`src/rtl/cam_wr_decoder.sv`:
```
// Registered write-enable decoder for the CAM entry array: single, wrapping burst and
// broadcast writes, accepted over a valid/ready handshake.
module cam_wr_decoder #(
  parameter int unsigned ADDR_W  = 5,
  parameter int unsigned ENTRIES = 2**ADDR_W
) (
  input  logic               clk_i,
  input  logic               rst_i,
  input  logic               req_valid_i,
  output logic               req_ready_o,
  input  logic [1:0]         req_mode_i,
  input  logic [ADDR_W-1:0]  req_addr_i,
  input  logic [ADDR_W-1:0]  req_len_i,
  input  logic               abort_i,
  output logic [ENTRIES-1:0] en_o,
  output logic               en_valid_o,
  output logic [ADDR_W-1:0]  en_idx_o,
  output logic               busy_o,
  output logic               done_o,
  output logic               err_o
);

  localparam logic [ADDR_W-1:0] LastIdx    = ADDR_W'(ENTRIES - 1);
  localparam logic [ADDR_W:0]   NumEntries = (ADDR_W + 1)'(ENTRIES);

  typedef enum logic {StIdle, StBurst} state_e;

  state_e             state_q, state_d;
  logic [ADDR_W-1:0]  rem_q, rem_d;
  logic [ADDR_W-1:0]  idx_q, idx_d;
  logic [ENTRIES-1:0] en_q, en_d;
  logic               valid_q, valid_d;
  logic               done_q, done_d;
  logic               err_q, err_d;
  logic               bcast_d;

  logic               accept;
  logic               bad_req;
  logic [ADDR_W-1:0]  nxt_idx;
  logic [ADDR_W-1:0]  clamp_len;

  assign nxt_idx   = (idx_q == LastIdx) ? '0 : idx_q + 1'b1;
  // Clamping to ENTRIES-1 keeps a burst from lapping the array and rewriting an entry.
  assign clamp_len = (req_len_i > LastIdx) ? LastIdx : req_len_i;
  assign bad_req   = (req_mode_i == 2'b11) || ({1'b0, req_addr_i} >= NumEntries);

  // Ready rises on the last burst beat so the next request follows with no gap;
  // an abort on that cycle wins over acceptance.
  always_comb begin
    req_ready_o = (state_q == StIdle) || ((rem_q == '0) && !abort_i);
  end

  assign accept = req_valid_i && req_ready_o;

  // Next-state logic
  always_comb begin
    state_d = state_q;
    rem_d   = rem_q;
    if (state_q == StBurst) begin
      if (abort_i || (rem_q == '0)) begin
        state_d = StIdle;
        rem_d   = '0;
      end else begin
        rem_d = rem_q - 1'b1;
      end
    end
    if (accept) begin
      state_d = StIdle;
      rem_d   = '0;
      if (!bad_req && (req_mode_i == 2'b01) && (req_len_i != '0)) begin
        state_d = StBurst;
        rem_d   = clamp_len;
      end
    end
  end

  // Beat decode, registered below
  always_comb begin
    valid_d = 1'b0;
    idx_d   = '0;
    done_d  = 1'b0;
    err_d   = 1'b0;
    bcast_d = 1'b0;
    if ((state_q == StBurst) && !abort_i && (rem_q != '0)) begin
      valid_d = 1'b1;
      idx_d   = nxt_idx;
      done_d  = (rem_q == ADDR_W'(1));
    end
    if (accept) begin
      if (bad_req) begin
        err_d = 1'b1;
      end else begin
        valid_d = 1'b1;
        case (req_mode_i)
          2'b10: begin
            bcast_d = 1'b1;
            idx_d   = '0;
            done_d  = 1'b1;
          end
          2'b01: begin
            idx_d  = req_addr_i;
            done_d = (req_len_i == '0);
          end
          default: begin
            idx_d  = req_addr_i;
            done_d = 1'b1;
          end
        endcase
      end
    end
    if (bcast_d) begin
      en_d = '1;
    end else if (valid_d) begin
      en_d = ENTRIES'(1) << idx_d;
    end else begin
      en_d = '0;
    end
  end

  always_ff @(posedge clk_i) begin
    if (rst_i) begin
      state_q <= StIdle;
      rem_q   <= '0;
      idx_q   <= '0;
      en_q    <= '0;
      valid_q <= 1'b0;
      done_q  <= 1'b0;
      err_q   <= 1'b0;
    end else begin
      state_q <= state_d;
      rem_q   <= rem_d;
      idx_q   <= idx_d;
      en_q    <= en_d;
      valid_q <= valid_d;
      done_q  <= done_d;
      err_q   <= err_d;
    end
  end

  assign en_o       = en_q;
  assign en_valid_o = valid_q;
  assign en_idx_o   = idx_q;
  assign busy_o     = (state_q == StBurst);
  assign done_o     = done_q;
  assign err_o      = err_q;

endmodule

```
`config.mk`:
```
export PLATFORM = sky130hd
export DESIGN_NAME = cam_wr_decoder
export DESIGN_NICKNAME = d
export VERILOG_FILES = /design/src/rtl/cam_wr_decoder.sv
export SDC_FILE = /design/constraint.sdc
export NUM_CORES = 1
export LEC_CHECK = 0
export CORE_ASPECT_RATIO = 1.25
export CORE_MARGIN = 4
export CORE_UTILIZATION = 30
export CTS_CLUSTER_SIZE = 14
export DETAILED_ROUTE_END_ITERATION = 8
export SETUP_SLACK_MARGIN = 0.05
export SLEW_MARGIN = 20
export SYNTH_ARGS = -nofsm -noshare
export SYNTH_HDL_FRONTEND = slang
export SYNTH_SLANG_ARGS = --single-unit
```
`constraint.sdc`:
```
create_clock -name clk_i -period 2.6 [get_ports clk_i]
set_input_delay 0.52 -clock clk_i [delete_from_list [all_inputs] [get_ports clk_i]]
set_output_delay 0.52 -clock clk_i [all_outputs]
set_load 0.005 [all_outputs]
```
==> flow_summary.ini, run 1 <==
[synth]
synth.most_common_cell = dfxtp_1
post-synth-top-area-cell = dfxtp_1
synth_warnings = 0
syn_area_per_cell_um2 = 9.60
ys_seq_area_share_pct = 46.6
synth_edf_count = 0
ys_seq_elements = 46
syn-cell-area_um2 = 1980
synth_area_leaders = dfxtp_1, o21ai_0, ha_1, nor2_1, nand4b_1
synth_ff_type = dfxtp_1
netlist_top_cells_count = dfxtp_1, o21ai_0, nor2_1, nand2_1, inv_1
syn_nets = 227
synthArstFlopShare_pct = 0
synth_top_cell_area_share_pct = 46.6
syn-instance-count = 206
netlist-cell-type-count = 52

[global_route]
grt_max_degree = 32
grt_pass1_vias = 1810
grtUsageTotal_pct = 13.6
antenna_found_initial = 0
grt_pass1_wl_um = 8650
overflow = 0

[sta]
setup_viol = 0
timing.fmax_mhz = 415
hold_viol_final = 0
slew_violations = 0
clock_skew_ns = 0.0138
tns_ns = 0
relSlewSlack_pct = 65.9
hold_ws_ns = 0.563
fin_ws_ns = 0.191
worst_pin_slew_ns = 0.512
min_period_ns = 2.41
period_share_pct = 92.7
rsz0062_at_grt = false

[power]
p_leak_nw = 1.05
ir_drop_uv = 248
powerDensity_nw_per_um2 = 507
finalPower_mw = 1.41

[layout]
diodes = 0
drive_gt1_share_pct = 12.1
instances_no_fill = 357
fin_nets = 293
area_delta_synth_final_pct = 40.2

[clocking]
path_clk_slew_ns = 0.09
clockBufferDepth = 2
cts_htree_levels = 2
numCtsBuffers = 5
root_buffer = clkbuf_8
cts_sinks = 46
cts_tree = done
cts_hold_buffers = 0
clock_latency_ns = 0.30

[outcome]
status = completed

[route]
wirelength_um = 5130
vias = 1757
drt_iter0_drc = 44
drtAntennaViolNets = 0
drcViolationCount = 0
routed_via_density = 4.92
wl_per_cell_um = 14.4
dr.pass1.iters = 4

[critical_path]
critical-path-max-stage-delay_ns = 0.49
worst-r2r-setup-slack_ns = 0.32
cp_cell_sequence = inv_1 > ha_1 > or4b_4 > o21ai_2 > dlygate4sd2_1
critPathKind = flop to primary output
crit_arrival_ns = 1.89
start_kind = flop
crit_required_ns = 2.08
cp_max_fo = 4
critPathBufInv = 2
critical_path.top_delay_family = simple AND/OR/NAND/NOR gates
end_kind = primary output
slowest_stage = or4b_4

[placement]
place.gp.congestion = 0.834
dpl.cell_count = 349
pre_cts_slack_ns = 0.0395
hpwl_um = 4060
io_buffer_count = 57

[floorplan]
die_h_um = 98.8
core_region_area_um2 = 6290
pin_count = 58
start_util_pct = 31.5
row_count = 32
die_x_um = 80.6
dieArea_um2 = 7970

[job]
drv_cap = 0

[worst_hold_path]
hold_class = flop to flop
-- power by group --
group          total [mW]  leakage, nW  internal [mW]  switching (mW)
clock               0.407       0.0438          0.181           0.227
combinational       0.250        0.636          0.128           0.121
sequential          0.749        0.375          0.732          0.0177
total                1.41         1.05           1.04           0.366
-- per-stage QoR --
step	cell area [µm²]	util (%)
finish	2770	44.1
global route	2770	44.1
CTS	2770	44.1
detailed placement	2690	42.8
global placement	2690	42.8
floorplan	1980	-
-- registers in the layout, summed over array words and instances, names as in the netlist --
signal / flops
busy_o: 1
done_o: 1
en_idx_o: 5
en_o: 32
en_valid_o: 1
err_o: 1
rem_q: 5
-- cells in the final DEF (no fill, tap or decap), drive strengths merged, types with 2 or more instances in the layout --
cell type	netlist	final
nand2	13	13
a21oi	6	6
nor4b	3	3
nand4b	6	6
nand3b	6	6
nand2b	2	2
nor2	15	15
clkbuf	6	5
o21ai	34	34
nor3	3	3
nor4bb	2	2
dfxtp	46	46
a31oi	3	3
clkinv	0	2
a221oi	3	3
a211oi	5	5
buf	4	12
or3	2	2
o31ai	4	4
ha	5	5
xnor2	2	2
nand3	4	4
and3	2	2
nor2b	2	2
nor3b	2	2
and2	2	2
inv	7	7
clkdlybuf4s50	0	56
-- worst min-delay path: stages, from the launching register on --
cell      delay (ns)
dfxtp_1         0.32
inv_1           0.11
a211oi_1        0.08
-- logic make-up after synthesis --
| family | share of synthesized area (%) |
|---|---|
| AO/OA/AOI/OAI | 21.7 |
| adder cells (fa/ha/maj) | 3.16 |
| XOR/XNOR | 1.33 |
| AND/OR/NAND/NOR | 23.5 |
| buffers and inverters | 3.79 |
| flip-flops | 46.6 |
-- cell type report --
type | count | area, µm²
clock inverters | 2 | 10.0
clock buffers | 5 | 68.8
fillers | 642 | 3510
well taps | 85 | 106
multi-input cells | 143 | 982
inverters | 7 | 26.3
flip-flops and latches | 46 | 921
repair buffers | 69 | 659
-- worst paths after layout --
| check | start | endpoint | cells past startpoint |
|---|---|---|---|
| setup reg to reg | rem_q[0] | en_o[3] | 7 |
| hold / removal | rem_q[1] | rem_q[1] | 2 |
| setup / recovery | rem_q[0] | req_ready_o | 5 |
| hold reg to reg | rem_q[1] | rem_q[1] | 2 |
-- per-layer routing --
metal / wire length [µm] / track usage (%) / vias to the layer above
li1: - / - / 888
met4: 60 / 3.51 / 0
met2: 2610 / 24.6 / 51
met1: 2250 / 16.5 / 812
met3: 202 / 2.29 / 6
met5: 0 / 0 / -
-- repair_timing --
item	CTS	global route
buffers inserted	1	0
setup endpoints to repair	1	4
gates resized for setup	1	1
Note: power is estimated with default switching activity, not from simulation.
==> run 2, diff against run 1 <==
--- a/config.mk
+++ b/config.mk
@@ -10,6 +10,7 @@
 export CORE_UTILIZATION = 30
 export CTS_CLUSTER_SIZE = 14
 export DETAILED_ROUTE_END_ITERATION = 8
+export GPL_TIMING_DRIVEN = 0
 export SETUP_SLACK_MARGIN = 0.05
 export SLEW_MARGIN = 20
 export SYNTH_ARGS = -nofsm -noshare
==> run 2 against run 1 <==
  * Combinational power is 2% lower
  * Largest cell class unchanged
  * Critical endpoint is now en_o[14]
  * Power is 1.2% higher
  * Global-route usage decreased by 0.14 points
  * Core utilization fell by 0.40 points
  * Fmax decreased by 1.1%
  * Sequential power about the same
  * First-iteration DRC count up 43%
  * Routed wire length rose by 2.2%
  * Sequential share of layout area increased by 0.30 points
==> flow_summary.ini, run 2 (synthesis results as in run 1) <==
[outcome]
status = completed

[layout]
diodes = 0
instances_no_fill = 356
drive_gt1_share_pct = 11.4
most-common-layout-cells = clkdlybuf4s50_1, dfxtp_1, o21ai_0
ff_latch_area_um2 = 921
largest_reg_flops = 32
fillerInstances = 648
final_common_cell = clkdlybuf4s50_1
area_delta_synth_final_pct = 39.0
fin_nets = 291
multi_input_area_um2 = 991

[power]
power.switching_mw = 0.381
p_comb_share_pct = 17.2
powerDensity_nw_per_um2 = 518
pwr-share-seq_pct = 52.6
intPower_mw = 1.04
power.share.switching_pct = 26.8
ir_drop_uv = 235
p_clk_share_pct = 30.2
p_leak_nw = 1.02
finalPower_mw = 1.42

[floorplan]
row_count = 32
dieArea_um2 = 7970
start_util_pct = 31.5
die_x_um = 80.6
die_h_um = 98.8
pin_count = 58
core_region_area_um2 = 6290

[critical_path]
cp_max_fo = 10
crit_arrival_ns = 2.66
critPathKind = input pin to flop
crit_required_ns = 2.82
slowest_stage = a211oi_1
cp_cell_sequence = clkdlybuf4s50_1 > buf_2 > a21boi_1 > a21oi_1 > a211oi_1 > nand4bb_1 > o21ai_1
end_kind = flop
start_kind = input pin
critical-path-max-stage-delay_ns = 0.55

[sta]
fin_ws_ns = 0.163
setup_viol = 0
min_period_ns = 2.44
clock_skew_ns = 0.0116
tns_ns = 0
rsz0062_at_grt = false
slew_violations = 0
worst_pin_slew_ns = 0.657
period_share_pct = 93.7
relSlewSlack_pct = 55.9
hold_viol_final = 0
hold_ws_ns = 0.521
timing.fmax_mhz = 410

[global_route]
grt_pass1_vias = 1718
grtUsageTotal_pct = 13.5
overflow = 0
antenna_found_initial = 0
grt_max_degree = 16
grt_pass1_wl_um = 8510

[clocking]
postCtsSetupBuffers = 0
cts_hold_buffers = 0
path_clk_slew_ns = 0.09
clock_latency_ns = 0.30
root_buffer = clkbuf_8
clockBufferDepth = 2
numCtsBuffers = 5
cts_sinks = 46
cts_tree = done
cts_htree_levels = 2

[route]
dr.pass1.iters = 4
drt_iter0_drc = 63
routed_via_density = 4.93
drtAntennaViolNets = 0
wirelength_um = 5240
drcViolationCount = 0
vias = 1756
wl_per_cell_um = 14.7

[placement]
io_buffer_count = 57
dpl.cell_count = 348
hpwl_um = 4150
place.gp.congestion = 0.877
pre_cts_slack_ns = -0.202

[job]
drv_cap = 0

[worst_hold_path]
hold_class = flop to flop
run 2: path summary, 6_finish.rpt:
kind,slack (ns),end,cells past startpoint,startpoint
worst max-delay path,0.16,en_o[14],7,req_valid_i
worst min-delay path,0.52,rem_q[1],2,rem_q[1]
worst max register to register,0.36,en_o[3],7,rem_q[0]
worst min register to register,0.52,rem_q[1],2,rem_q[1]
run 2: repair_timing:
item / in CTS / in global routing
pin swaps: 0 / 0
setup endpoints to repair: 1 / 23
gates resized for setup: 2 / 6
run 2: cell type report:
class / count / area share (%)
well taps: 85 / 3.87
clock buffers: 5 / 2.50
inverters: 7 / 0.956
clock inverters: 3 / 0.774
repair buffers: 57 / 20.6
flip-flops and latches: 46 / 33.5
multi-input cells: 143 / 36.0
plain buffers: 10 / 1.78
run 2: stage by stage:
stage / cell area (µm²) / util [%]
6_report: 2750 / 43.7
5_1_grt: 2750 / 43.7
4_1_cts: 2750 / 43.7
3_5_place_dp: 2660 / 42.2
3_3_place_gp: 2660 / 42.2
2_1_floorplan: 1980 / -
run 2: worst max-delay path: cells and delay by family:
| kind | cells | cell delay [ns] |
|---|---|---|
| and+or+nand+nor | 1 | 0.30 |
| buffers and inverters | 2 | 0.69 |
| AOI/OAI and AO/OA | 4 | 1.16 |
run 2: metal layers:
layer,up-vias,wire length (µm),track usage [%]
met2,60,2730,24.1
met4,0,42,3.38
met1,806,2210,16.3
met5,-,0,0
li1,885,-,-
met3,5,263,2.65
run 2: power groups by stage:
stage                     Sequential (mW)  Clock (mW)  Combinational [mW]
after global placement              0.765           0               0.243
final                               0.748       0.430               0.245
after global routing                0.752       0.484               0.269
after floorplan                     0.765           0               0.131
after detailed placement            0.765           0               0.245
after CTS                           0.748       0.447               0.246
